--- src/rtl/decode_redirect_pkg.sv ---
// Shared definitions for the decode/redirect stage.
//   - MIPS opcode and funct constants for the supported subset
//   - sb_slot_t : one in-flight destination record (E or M stage)
//   - instr_class_t : decoded operand-usage summary of one instruction
//   - slot_hit() : does a scoreboard slot produce a given nonzero register
package decode_redirect_pkg;

  localparam logic [5:0] OP_SPECIAL = 6'h00;
  localparam logic [5:0] OP_ORI     = 6'h0d;
  localparam logic [5:0] OP_LW      = 6'h23;
  localparam logic [5:0] OP_SW      = 6'h2b;
  localparam logic [5:0] OP_BEQ     = 6'h04;
  localparam logic [5:0] OP_LUI     = 6'h0f;
  localparam logic [5:0] OP_J       = 6'h02;
  localparam logic [5:0] OP_JAL     = 6'h03;

  localparam logic [5:0] FN_ADDU    = 6'h21;
  localparam logic [5:0] FN_SUBU    = 6'h23;
  localparam logic [5:0] FN_JR      = 6'h08;

  typedef struct packed {
    logic       valid;
    logic [4:0] dest;
    logic       is_load;
  } sb_slot_t;

  localparam sb_slot_t SLOT_EMPTY = '{valid: 1'b0, dest: 5'd0, is_load: 1'b0};

  // reads_*_d : operand needed by the comparator/jr logic in D
  // reads_*_e : operand needed by the ALU/address adder in E
  typedef struct packed {
    logic [4:0] dest;
    logic       reads_rs_d;
    logic       reads_rt_d;
    logic       reads_rs_e;
    logic       reads_rt_e;
    logic       is_load;
    logic       is_beq;
    logic       is_j;
    logic       is_jr;
  } instr_class_t;

  // $0 is hardwired, so a dependency on it is never a hazard.
  function automatic logic slot_hit(input sb_slot_t slot, input logic [4:0] r,
                                    input logic need_load);
    return slot.valid && (slot.dest == r) && (r != 5'd0) &&
           (!need_load || slot.is_load);
  endfunction

endpackage

--- src/rtl/decode_redirect_instr_class.sv ---
// Purely combinational instruction classifier.
//   instr : 32-bit instruction word
//   cls   : destination register and operand-usage flags
// Anything not in the supported subset classifies as a nop.
module instr_class
  import decode_redirect_pkg::*;
#(
  parameter logic [4:0] LINK_REG = 5'd31
) (
  input  logic [31:0]  instr,
  output instr_class_t cls
);

  always_comb begin
    // NOTE: every field gets a default before the case so no path leaves a
    // field unassigned, which would otherwise infer a latch.
    cls = '0;
    case (instr[31:26])
      OP_SPECIAL: begin
        case (instr[5:0])
          FN_ADDU, FN_SUBU: begin
            cls.dest       = instr[15:11];
            cls.reads_rs_e = 1'b1;
            cls.reads_rt_e = 1'b1;
          end
          FN_JR: begin
            cls.reads_rs_d = 1'b1;
            cls.is_jr      = 1'b1;
          end
          default: ;
        endcase
      end
      OP_ORI: begin
        cls.dest       = instr[20:16];
        cls.reads_rs_e = 1'b1;
      end
      OP_LUI: cls.dest = instr[20:16];
      OP_LW: begin
        cls.dest       = instr[20:16];
        cls.reads_rs_e = 1'b1;
        cls.is_load    = 1'b1;
      end
      // sw's store data is forwarded at M, so only the base register counts.
      OP_SW:  cls.reads_rs_e = 1'b1;
      OP_BEQ: begin
        cls.reads_rs_d = 1'b1;
        cls.reads_rt_d = 1'b1;
        cls.is_beq     = 1'b1;
      end
      OP_J:   cls.is_j = 1'b1;
      OP_JAL: begin
        cls.is_j = 1'b1;
        cls.dest = LINK_REG;
      end
      default: ;
    endcase
  end

endmodule

--- src/rtl/decode_redirect.sv ---
// Decode stage of the 5-stage MIPS pipeline: F/D register, branch/jump
// resolution and stall generation from a 2-slot (E, M) destination scoreboard.
//   clk, reset (async, active-low)
//   F_PC, F_instr      : fetch-stage PC / instruction
//   rs_data, rt_data   : forwarded register operands for D_rs / D_rt
//   Stall_PC_F         : hold fetch PC
//   PCSrc/Jump/jr      : redirect enables (gated off while stalled)
//   PCBranch/PCJump/jrAddr : redirect targets (always driven)
//   D_PC, D_instr, D_rs, D_rt : F/D register contents and register fields
//   D_issue            : D_instr moves to E at the next edge
//   stall_cnt          : saturating count of stall cycles
// The branch delay slot is architectural: a redirect never flushes F.
module decode_redirect
  import decode_redirect_pkg::*;
#(
  parameter logic [31:0] RESET_PC = 32'h00003000,
  parameter logic [4:0]  LINK_REG = 5'd31
) (
  input  logic        clk,
  input  logic        reset,
  input  logic [31:0] F_PC,
  input  logic [31:0] F_instr,
  input  logic [31:0] rs_data,
  input  logic [31:0] rt_data,
  output logic        Stall_PC_F,
  output logic        PCSrc,
  output logic        Jump,
  output logic        jr,
  output logic [31:0] jrAddr,
  output logic [31:0] PCBranch,
  output logic [31:0] PCJump,
  output logic [31:0] D_PC,
  output logic [31:0] D_instr,
  output logic [4:0]  D_rs,
  output logic [4:0]  D_rt,
  output logic        D_issue,
  output logic [31:0] stall_cnt
);

  sb_slot_t     slot_e, slot_m;
  instr_class_t cls;
  logic         stall;
  logic         hz_rs_d, hz_rt_d, hz_rs_e, hz_rt_e;

  instr_class #(.LINK_REG(LINK_REG)) u_class (
    .instr (D_instr),
    .cls   (cls)
  );

  assign D_rs = D_instr[25:21];
  assign D_rt = D_instr[20:16];

  // D-stage readers (beq/jr) wait for any producer in E and for a load in M;
  // E-stage readers only wait for a load in E (ALU results forward to E).
  assign hz_rs_d = cls.reads_rs_d &&
                   (slot_hit(slot_e, D_rs, 1'b0) || slot_hit(slot_m, D_rs, 1'b1));
  assign hz_rt_d = cls.reads_rt_d &&
                   (slot_hit(slot_e, D_rt, 1'b0) || slot_hit(slot_m, D_rt, 1'b1));
  assign hz_rs_e = cls.reads_rs_e && slot_hit(slot_e, D_rs, 1'b1);
  assign hz_rt_e = cls.reads_rt_e && slot_hit(slot_e, D_rt, 1'b1);

  assign stall      = hz_rs_d || hz_rt_d || hz_rs_e || hz_rt_e;
  assign Stall_PC_F = stall;
  assign D_issue    = !stall;

  assign PCBranch = D_PC + 32'd4 + {{14{D_instr[15]}}, D_instr[15:0], 2'b00};
  assign PCJump   = {D_PC[31:28], D_instr[25:0], 2'b00};
  assign jrAddr   = rs_data;

  // Operands may still be stale while stalled, so the enables wait.
  assign PCSrc = !stall && cls.is_beq && (rs_data == rt_data);
  assign Jump  = !stall && cls.is_j;
  assign jr    = !stall && cls.is_jr;

  // NOTE: all state updates use non-blocking assignments so every register
  // samples pre-edge values regardless of statement order.
  always_ff @(posedge clk or negedge reset) begin
    if (!reset) begin
      D_PC      <= RESET_PC;
      D_instr   <= '0;
      slot_e    <= SLOT_EMPTY;
      slot_m    <= SLOT_EMPTY;
      stall_cnt <= '0;
    end else begin
      slot_m <= slot_e;
      if (stall) begin
        slot_e <= SLOT_EMPTY;
        if (stall_cnt != '1) stall_cnt <= stall_cnt + 32'd1;
      end else begin
        D_PC    <= F_PC;
        D_instr <= F_instr;
        slot_e  <= '{valid: 1'b1, dest: cls.dest, is_load: cls.is_load};
      end
    end
  end

endmodule

--- config.mk ---
export PLATFORM = sky130hd
export DESIGN_NAME = decode_redirect
export DESIGN_NICKNAME = d
export VERILOG_FILES = /design/src/rtl/decode_redirect_pkg.sv /design/src/rtl/decode_redirect_instr_class.sv /design/src/rtl/decode_redirect.sv
export SDC_FILE = /design/constraint.sdc
export NUM_CORES = 1
export LEC_CHECK = 0
export CORE_MARGIN = 2
export CORE_UTILIZATION = 37
export DETAILED_ROUTE_END_ITERATION = 8
export MAX_ROUTING_LAYER = met4
export PLACE_DENSITY = 0.79
export SYNTH_ARGS = -nofsm -noshare
export SYNTH_HDL_FRONTEND = slang
export SYNTH_SLANG_ARGS = --single-unit
--- constraint.sdc ---
create_clock -name clk -period 7.5 [get_ports clk]
set_input_delay 1.5 -clock clk [delete_from_list [all_inputs] [get_ports clk]]
set_output_delay 1.5 -clock clk [all_outputs]
set_load 0.03 [all_outputs]
* After elaboration in Yosys (flattened, before gate mapping)
Cells that the tools add are included.
** Word-level totals
- Bits in registers :: 110
** Operators by class
- Muxes and demuxes :: 12
- Reduce and logical (&&, ||, !) cells :: 34
- Equal/unequal tests :: 16
- $add $sub $neg :: 3
** Operators with widths (count)
- adder 32 x 1 -> 32 bit (second input constant) :: 1
- adder 32 x 3 -> 32 bit (second input constant) :: 1
- adder 32 bit :: 1
- == test 32 bit :: 1
- inequality test 32 bit (second input constant) :: 1
- == test 6 bit (second input constant) :: 4
- == test 5 bit :: 4
- logical AND 1 bit :: 20
- == test 6 x 4 -> 1 bit (second input constant) :: 3
- one-hot mux 5 bit (3 select lines) :: 1
- == test 6 x 2 -> 1 bit (second input constant) :: 2
- nonzero test 5 bit :: 2
- two-way mux 7 bit :: 1
- == test 6 x 3 -> 1 bit (second input constant) :: 1
- logical NOT 6 bit :: 1
- two-way mux 1 bit :: 6
- OR reduction 3 bit :: 2
- logical OR 1 bit :: 5
- two-way mux 5 bit :: 1
- one-hot mux 1 bit (2 select lines) :: 2
- OR reduction 2 bit :: 2
- two-way mux 2 bit :: 1
- AND reduction 2 bit :: 1
- logical NOT 1 bit :: 1

* Longest topological paths before layout
Gate-level depths: netlist (run 1).
- Depth after elaboration :: 12
- Gate-level depth with buffers :: 12
- Depth with buffers taken out :: 12

* Modules after synthesis
Synthesis (run 1) repeated with hierarchy kept, for this count alone.
** Unflattened totals
- Cells, all modules :: 732
- Area, all modules :: 7549.7 µm²
** Modules (own cells, without submodules)
- decode_redirect :: sequential area each 2755.1 µm², area an instance 7322.0 µm², times used 1, cells an instance 704
- instr_class :: sequential area each 0.0 µm², area an instance 227.7 µm², times used 1, cells an instance 28

* Worst setup path before layout (run 1)
No wires, ideal clock.
- Kind :: register to output
- Start point :: register D_instr[1]
- End point :: output PCBranch[31]
- Path slack :: 2575 ps
- Arrival time :: 3425 ps
- Stages on the path, launching flop included :: 11
- Data required time :: 6000 ps
- Cell sequence :: dfrtp_1 > ha_1 > ha_1 > fa_1 > a211oi_1 > o211ai_1 > a311oi_1 > nor2_1 > o21ai_0 > a211oi_1 > a211oi_1
** Between the ends
- Word-level cells in the longest chain between the ends :: 1
** Ends and longest elaborated chain
- start, declared :: RTL line decode_redirect.sv:33 : output logic [31:0] D_instr,
- start signal, assigned :: RTL line decode_redirect.sv:91 : D_instr <= F_instr;
- adder 32 bit :: RTL line decode_redirect.sv:66 : assign PCBranch = D_PC + 32'd4 + {{14{D_instr[15]}}, D_instr[15:0], 2'b00};
- end, declared :: RTL line decode_redirect.sv:30 : output logic [31:0] PCBranch,
No other way between the ends.

* Worst setup path in the final report (run 1)
- Start point :: register D_PC[3]
- End point :: output PCBranch[31]
** Between the ends
- Word-level cells in the longest chain between the ends :: 2
** Ends and longest elaborated chain
- start, declared :: RTL line decode_redirect.sv:32 : output logic [31:0] D_PC,
- start signal, assigned :: RTL line decode_redirect.sv:79 : D_PC <= RESET_PC;
- start signal, assigned :: RTL line decode_redirect.sv:90 : D_PC <= F_PC;
- adder 32 x 3 -> 32 bit :: RTL line decode_redirect.sv:66
- adder 32 bit :: RTL line decode_redirect.sv:66
No other way between the ends.

==> results of run 1 <==
==> how the worst max path moves through the flow <==
stage                     start            to  slack [ns]  cells after the start
floorplan            D_instr[1]  PCBranch[31]        2.57                     10
global placement     rs_data[3]         PCSrc        1.89                      7
detailed placement  rs_data[28]         PCSrc        1.93                      7
CTS                  D_instr[0]  PCBranch[31]        1.70                     13
global route         D_instr[0]  PCBranch[31]        1.44                     13
finish                  D_PC[3]  PCBranch[31]        1.71                     11
==> cell usage in the layout, fill, tap and decap left out, types with 2 or more instances in the layout <==
cell	n
or2_2	3
nand3_1	30
or4_1	4
nor3_1	10
clkinvlp_4	2
xnor2_1	75
nand2_1	40
mux2_2	63
a21o_1	15
nor2b_1	3
dfstp_2	2
and2_1	8
o211ai_1	4
inv_6	2
a41oi_1	2
o41ai_1	2
a211oi_1	10
conb_1	2
buf_4	4
a21oi_1	27
or3_1	2
a31oi_1	8
inv_1	13
dfrtp_1	108
ha_1	58
clkbuf_16	9
nor4_1	9
o21ai_0	11
nand4_1	25
o21a_1	6
nor2_1	25
clkdlybuf4s50_1	333
and3_1	14
nor4_2	2
xor2_1	32
nand3b_1	5
o21bai_1	3
o22ai_1	2
==> kinds of logic (layout without fill, tap and decap cells) <==
kind of cell	Yosys count	in the layout	synth area share
buffers and inverters	111	366	0.0978
multiplexers	64	64	0.0949
AO/OA/AOI/OAI	102	102	0.0913
adder cells (fa/ha/maj)	59	59	0.0982
AND/OR/NAND/NOR	187	187	0.131
flip-flops	110	110	0.363
XOR/XNOR	107	107	0.123
other	1	3	0.000494
==> sequential cells by signal, indices dropped and copies added (netlist names) <==
signal / flops
D_instr: 32
stall_cnt: 32
slot_m: 7
slot_e: 7
D_PC: 32
==> layer usage <==
| metal | vias to the layer above | share of wire | track usage |
|---|---|---|---|
| li1 | 3076 | - | - |
| met1 | 3099 | 0.41 | 0.252 |
| met2 | 242 | 0.51 | 0.386 |
| met3 | 25 | 0.053 | 0.0351 |
| met4 | 0 | 0.028 | 0.0784 |
| met5 | - | 0 | - |
==> metrics by stage <==
step                power (mW)  worst slack (ns)  instances  cell area [µm²]
floorplan                 1.05              2.57        742             7600
global placement          1.33              1.89       1251            10600
detailed placement        1.34              1.93       1251            10600
CTS                       1.85              1.70       1267            10900
global route              1.92              1.44       1268            10900
finish                    1.83              1.71       1268            10900
==> critical path: cells and delay by family (launching register included) <==
kind / cells / cell delay [ns]
AOI/OAI and AO/OA: 6 / 1.62
and+or+nand+nor: 1 / 0.16
adders and majority gates: 3 / 1.00
DFF: 1 / 0.42
buffers and inverters: 1 / 0.74
==> final cells by class <==
class | count | area [µm²]
clock inverter | 7 | 78.8
sequential | 110 | 2760
multi-input combinational | 521 | 4110
timing repair buffer | 337 | 3360
inverter | 13 | 48.8
antenna | 1 | 2.50
tap | 270 | 338
fill | 1813 | 9250
clock buffer | 9 | 225
==> power groups by stage <==
stage,registers (mW),logic (mW),clock network [mW]
after CTS,0.645,0.686,0.522
after global placement,0.656,0.677,0
final,0.644,0.680,0.506
after detailed placement,0.657,0.682,0
after global routing,0.648,0.725,0.543
after floorplan,0.682,0.372,0
==> results.yml, run 1 <==
clocking:
  h-tree-depth: 3
  clk_pin_slew_worst_paths_ns: 0.08
  cts_tree: "done"
  hold_buffers: 0
  cts_buffers: 9
  clock_latency_ns: 0.35
  cts_root_buf: "clkbuf_16"
  cts_sinks: 110
  clockBufferDepth: 2
  postCtsSetupBuffers: 0
  cts_resized: 0
sta:
  finalHoldViolCount: 0
  hold_ws_ns: 0.406
  rsz0062_at_grt: "no"
  clock_skew_ns: 0.0109
  worst_pin_slew_ns: 0.804
  max_slew_margin: 0.464
  tns_ns: 0
  fmax_mhz: 173
  period_needed_ns: 5.79
  fin_crit_sh: 0.772
  slew_violations: 0
  setup_violations: 0
die:
  fp.dieH_um: 147
  initial_core_util: 0.377
  die_w_um: 147
  core_area_um2: 20200
  dieArea_um2: 21700
  rows: 52
  ioPinCount: 337
detailed_routing:
  wl_per_cell_um: 18.3
  viasPerCell: 5.08
  drt-initial-drc-count: 259
  wirelength_mm: 23.2
  ant_nets: 0
  num_vias: 6442
  first_pass_iters: 4
  drc: 0
synth:
  synth-seq-cells: 110
  synth_ff_type: "dfrtp_1"
  synth-edff-count: 0
  synth.largest_area_cell: "dfrtp_1"
  syn_area_per_cell_um2: 10.3
  synth_cell_type_count: 58
  async_flop_share: 1.00
  syn_inst: 741
  synth_area_leaders: "dfrtp_1 36%, ha_1 9.6%, mux2_2 9.3%"
  netlist_area_um2: 7600
  yosysMostFrequentCell: "dfrtp_1"
  yosys_warnings: 0
  synth_seq_area_share: 0.363
  synth_top_area_share: 0.356
  ys_top_cells_by_count: "108 x dfrtp_1, 81 x buf_4, 75 x xnor2_1"
setup_path:
  crit_path_cell_trace: "ha_1, ha_1, fa_1, a211oi_1, o211ai_1, a311oi_1, nor2_1, o21ai_0, a211oi_1, a211oi_1, clkdlybuf4s50_1"
  reg2reg_slack_ns: 4.42
  end_kind: "primary output"
  arrival_ns: 4.29
  cp-start-kind: "flop"
  r2r_start: "D_instr[26]"
  reg2reg_to: "D_instr[10]"
  timing.critical_path.slowest_stage_cell: "clkdlybuf4s50_1"
  crit_fanout: 5
  reg2reg_depth: 7
  crit_top_cell: "a211oi_1"
  slowest_delay_ns: 0.74
  critical_path_class: "reg -> out"
  required_ns: 6.00
cells_and_area:
  area_growth_pct: 43.8
  nNetsFinal: 1181
  layout-drive-gt1-share: 0.0943
  finish.utilization: 0.542
placed_design:
  place_congestion: 0.898
  portBuffers: 334
  hpwl_mm: 18.6
run_status:
  outcome: "finished clean"
hold_path:
  min_from: "slot_e[6]"
  hold_end: "slot_m[6]"
  hp-class: "reg -> reg"
  hold_depth: 0
flow_run:
  maxCapViolCount: 0
power:
  p_comb_frac: 0.372
  power_leakage_nw: 4.47
  power_frac_seq: 0.352
  intPower_mw: 1.18
  clkPwrFrac: 0.276
  switchingPower_mw: 0.645
  p_sw_frac: 0.353
  power.density_nw_per_um2: 167
  ir_drop_v: 0.0000897
grt:
  grt_overflow: 0
  grt_util_all_layers: 0.219
  grt_pass1_vias: 6564
  grt_pass1_wl_mm: 36.0
  grt_max_degree: 64
  antenna_found_initial: 1
Note: power is estimated with default switching activity, not from simulation.
==> inputs of run 2 (changes only) <==
Settings changed: PLACE_DENSITY 0.79 to 0.82.
Clock period 7.5 ns to 4.65 ns, I/O delays scaled along.
==> run 2 against run 1 <==
  * Utilization increased by 0.47 points
  * Sequential cell count unchanged
  * Non-clock buffer count increased by 11
  * Critical path type unchanged
  * Largest cell class unchanged
==> results.yml, run 2 (synthesis gave the netlist of run 1 again) <==
flow_run:
  maxCapViolCount: 0
placed_design:
  place_congestion: 0.903
  hpwl_mm: 18.8
  preCtsSetupSlack_ns: 0.0666
  portBuffers: 334
  dpl_cell_area_um2: 10700
power:
  power_frac_seq: 0.353
  p_sw_frac: 0.352
  switchingPower_mw: 1.03
  intPower_mw: 1.90
  power_leakage_nw: 4.58
  ir_drop_v: 0.000150
  power.total_mw: 2.93
  power.density_nw_per_um2: 266
  clkPwrFrac: 0.271
  p_comb_frac: 0.376
clocking:
  h-tree-depth: 3
  cts_sinks: 110
  clk_pin_slew_worst_paths_ns: 0.08
  cts_root_buf: "clkbuf_16"
  hold_buffers: 0
  cts_tree: "done"
  clockBufferDepth: 2
  postCtsSetupBuffers: 0
  clock_latency_ns: 0.35
  cts_buffers: 9
cells_and_area:
  antenna-diode-count: 0
  finish.utilization: 0.546
  final_common_cell: "clkdlybuf4s50_1"
  layout-drive-gt1-share: 0.118
  mostFrequentLayoutCells: "318 x clkdlybuf4s50_1, 107 x dfrtp_1, 75 x xnor2_1"
  nNetsFinal: 1192
  area_growth_pct: 45.1
  stdcell_area_um2: 11000
  largestRegisters: "D_PC: 32 flops, D_instr: 32 flops, stall_cnt: 32 flops"
detailed_routing:
  wl_per_cell_um: 18.5
  drc: 0
  wl_met3_mm: 1.51
  first_pass_iters: 6
  viasPerCell: 5.20
  wirelength_mm: 23.6
  drt-initial-drc-count: 264
  num_vias: 6648
  ant_nets: 0
  wl_met2_mm: 12.0
  highest_layer: "met4"
  wl_met1_mm: 9.52
grt:
  grt_max_degree: 65
  grt_overflow: 0
  grt_pass1_wl_mm: 36.1
  grt_pass1_vias: 6559
  antenna_found_initial: 0
  grt_util_all_layers: 0.219
sta:
  worst_pin_slew_ns: 0.865
  final.setup.worst_slack_ns: 0.184
  fin_crit_sh: 0.960
  tns_ns: 0
  fmax_mhz: 224
  clock_skew_ns: 0.0129
  finalHoldViolCount: 0
  rsz0062_at_grt: "no"
  max_slew_margin: 0.424
  setup_violations: 0
  slew_violations: 0
  period_needed_ns: 4.47
setup_path:
  cp-endpoint: "PCBranch[22]"
  arrival_ns: 3.54
  timing.critical_path.slowest_stage_cell: "clkdlybuf4s50_1"
  worst-path-buf-inv: 2
  crit_top_cell: "ha_1"
  cp-start-kind: "flop"
  path_depth: 9
  reg2reg_to: "D_instr[22]"
  critPathLaunch: "D_instr[15]"
  crit_path_cell_trace: "buf_4, ha_1, ha_1, nand3_1, nor3_1, a211oi_1, o41ai_2, xnor2_1, clkdlybuf4s50_1"
  cp_top_family: "buffers and inverters"
  critical_path_class: "reg -> out"
  r2r_start: "D_instr[29]"
  slowest_delay_ns: 0.71
  reg2reg_depth: 7
  end_kind: "primary output"
  required_ns: 3.72
  crit_fanout: 11
  reg2reg_slack_ns: 1.36
die:
  fp.dieH_um: 147
  initial_core_util: 0.377
  die_w_um: 147
  core_area_um2: 20200
  ioPinCount: 337
  dieArea_um2: 21700
  rows: 52
run_status:
  outcome: "finished clean"
hold_path:
  hp-class: "reg -> reg"
-- run 2: cell types whose count changed in the layout (fill, tap and decap cells not counted), sizes merged --
| cell | previous run | this run |
|---|---|---|
| buf | 4 | 20 |
| clkdlybuf4s15 | 0 | 1 |
| clkdlybuf4s50 | 333 | 318 |
| clkinv | 1 | 4 |
| clkinvlp | 2 | 0 |
| diode | 1 | 0 |
| dlygate4sd2 | 0 | 5 |
| dlymetal6s2s | 0 | 4 |
| inv | 16 | 15 |
-- run 2: per-stage QoR --
| step | instances | hold slack [ns] |
|---|---|---|
| final | 1278 | 0.411 |
| after detailed placement | 1262 | 0.404 |
| after global placement | 1262 | 0.392 |
| after floorplan | 742 | 0.366 |
| after global routing | 1278 | 0.440 |
| after CTS | 1278 | 0.419 |
-- run 2: how the worst min path moves through the flow --
stage / from / to / slack, ns / cells after the start
3_3_place_gp: slot_e[0] / slot_m[0] / 0.39 / 0
5_1_grt: slot_e[0] / slot_m[0] / 0.44 / 0
3_5_place_dp: slot_e[6] / slot_m[6] / 0.40 / 0
4_1_cts: slot_e[6] / slot_m[6] / 0.42 / 0
6_report: slot_e[6] / slot_m[6] / 0.41 / 0
2_1_floorplan: slot_e[6] / slot_m[6] / 0.37 / 0
-- run 2: power groups by stage --
| stage | sequential [mW] | combinational (mW) | clock [mW] |
|---|---|---|---|
| after global routing | 1.04 | 1.17 | 0.855 |
| after CTS | 1.04 | 1.10 | 0.819 |
| final | 1.03 | 1.10 | 0.795 |
| after global placement | 1.05 | 1.09 | 0 |
| after detailed placement | 1.05 | 1.11 | 0 |
| after floorplan | 1.10 | 0.600 | 0 |
-- run 2: metal layers --
metal  vias to the layer above  global-route usage
li1                       3112                   -
met1                      3213               0.255
met2                       290               0.382
met3                        33              0.0413
met4                         0              0.0707
met5                         -                   -
-- run 2: final cells by class --
class                           count  area (µm²)
Multi-Input combinational cell    521        4140
Clock buffer                        9         225
Clock inverter                      7        71.3
Timing Repair Buffer              348        3440
Tap cell                          270         338
Inverter                           13        48.8
Sequential cell                   110        2760
Fill cell                        1792        9150
-- run 2: timing repair --
item / 4_1_cts / 5_1_grt
resized for setup: 15 / 11
setup endpoints to repair: 9 / 12
pin swaps: 1 / 2
==> inputs of run 3 (changes only) <==
Settings changed: DONT_BUFFER_PORTS set to 1, PLACE_DENSITY 0.82 to 0.6.
==> run 3 against run 2 <==
  * First-iteration DRC count increased by 1.9%
  * Hold slack worse by 0.13 ns
  * Die area is the same
  * Sequential cell count stayed put
  * Non-clock buffer count fell by 308
  * Count of clock-buffer cells in the layout is 2 higher
  * Clock power is 2% lower
  * Via count down 21%
  * Largest cell class unchanged
  * Largest power group is now sequential cells
==> results.yml, run 3 (synthesis gave the netlist of run 1 again) <==
power:
  p_comb_frac: 0.268
  clkPwrFrac: 0.307
  power.density_nw_per_um2: 324
  p_sw_frac: 0.352
  power_frac_seq: 0.425
  ir_drop_v: 0.000163
  switchingPower_mw: 0.900
  power_leakage_nw: 3.36
  intPower_mw: 1.66
sta:
  setup_violations: 0
  hold_ws_ns: 0.277
  fin_crit_sh: 0.962
  period_needed_ns: 4.47
  clock_skew_ns: 0.00882
  finalHoldViolCount: 0
  fmax_mhz: 224
  max_slew_margin: 0.277
  rsz0062_at_grt: "no"
  tns_ns: 0
  worst_pin_slew_ns: 1.09
  slew_violations: 0
placed_design:
  hpwl_mm: 16.6
  place_congestion: 0.844
  portBuffers: 0
setup_path:
  critical_path_class: "reg -> out"
  critPathLaunch: "D_PC[2]"
  cp-start-kind: "flop"
  required_ns: 3.72
  crit_fanout: 5
  arrival_ns: 3.54
  end_kind: "primary output"
  r2r_start: "D_instr[25]"
cells_and_area:
  layout-drive-gt1-share: 0.192
  final_common_cell: "dfrtp_1"
  mostFrequentLayoutCells: "106 x dfrtp_1, 75 x xnor2_1, 63 x mux2_2"
  area_growth_pct: 3.74
  largestRegisters: "D_PC: 32 flops, D_instr: 32 flops, stall_cnt: 32 flops"
  nNetsFinal: 884
detailed_routing:
  num_vias: 5261
  wl_per_cell_um: 21.6
  drt-initial-drc-count: 269
  drc: 0
  wirelength_mm: 21.0
  first_pass_iters: 4
  viasPerCell: 5.40
  ant_nets: 0
grt:
  grt_overflow: 0
  antenna_found_initial: 3
  grt_pass1_vias: 5258
  grt_max_degree: 111
  grt_pass1_wl_mm: 31.6
  grt_util_all_layers: 0.196
die:
  rows: 52
  die_w_um: 147
  ioPinCount: 337
  initial_core_util: 0.377
  core_area_um2: 20200
  dieArea_um2: 21700
  fp.dieH_um: 147
clocking:
  clockBufferDepth: 2
  clock_latency_ns: 0.35
  clk_pin_slew_worst_paths_ns: 0.07
  cts_sinks: 110
  h-tree-depth: 3
  cts_root_buf: "clkbuf_16"
  cts_buffers: 9
  postCtsSetupBuffers: 0
  cts_tree: "done"
run_status:
  outcome: "finished clean"
flow_run:
  maxCapViolCount: 0
hold_path:
  hp-class: "in -> async"
run 3: cell type report:
cell class	instances	area [µm²]
multi-input cells	521	4130
inverters	13	48.8
clock buffers	11	243
fillers	2020	12300
repair buffers	40	300
clock inverters	4	47.5
flip-flops and latches	110	2760
diodes	5	12.5
well taps	270	338
run 3: worst max-delay path: stages (launching register included):
cell and delay (ns):
dfrtp_2 0.49, inv_1 0.09, ha_1 0.13, inv_1 0.04, ha_1 0.21, fa_1 0.46
a211oi_2 0.25, o211ai_1 0.18, a311oi_1 0.32, nor2_1 0.18, o21ai_2 0.25, a211oi_1 0.11
a211oi_1 0.28, buf_4 0.21
run 3: metal layers:
metal  track usage  part of all wire
met4        0.0856             0.034
met3        0.0624             0.082
met5             -                 0
met1         0.220              0.39
met2         0.321              0.50
run 3: final timing paths:
path,to,slack [ns],depth (start not counted)
min,stall_cnt[28],0.28,0
min reg2reg,slot_m[6],0.41,0
max in group asynchronous,D_PC[12],4.10,0
min in group clk,slot_m[6],0.41,0
max reg2reg,D_instr[8],0.96,8
max,PCBranch[31],0.18,13
run 3: what timing repair did:
action / in CTS / in global routing
hold buffers: 0 / 0
resized for setup: 3 / 5
endpoints found under the setup margin: 4 / 8
hold endpoints to repair: 0 / 0
run 3: through the flow:
step            util  area [µm²]  cells  setup slack [ns]  power [mW]
2_1_floorplan      -        7600    742             0.295        1.70
3_5_place_dp   0.375        7550    954             0.199        1.79
3_3_place_gp   0.375        7550    954             0.284        1.78
5_1_grt        0.390        7880    972            0.0189        2.69
6_report       0.391        7880    974             0.179        2.56
4_1_cts        0.390        7860    969            0.0242        2.59
run 3: power by group through the flow:
stage	Combinational, mW	Clock (mW)	Sequential, mW
2_1_floorplan	0.600	0	1.10
3_3_place_gp	0.676	0	1.11
3_5_place_dp	0.682	0	1.11
4_1_cts	0.686	0.817	1.09
5_1_grt	0.741	0.854	1.09
6_report	0.685	0.783	1.09
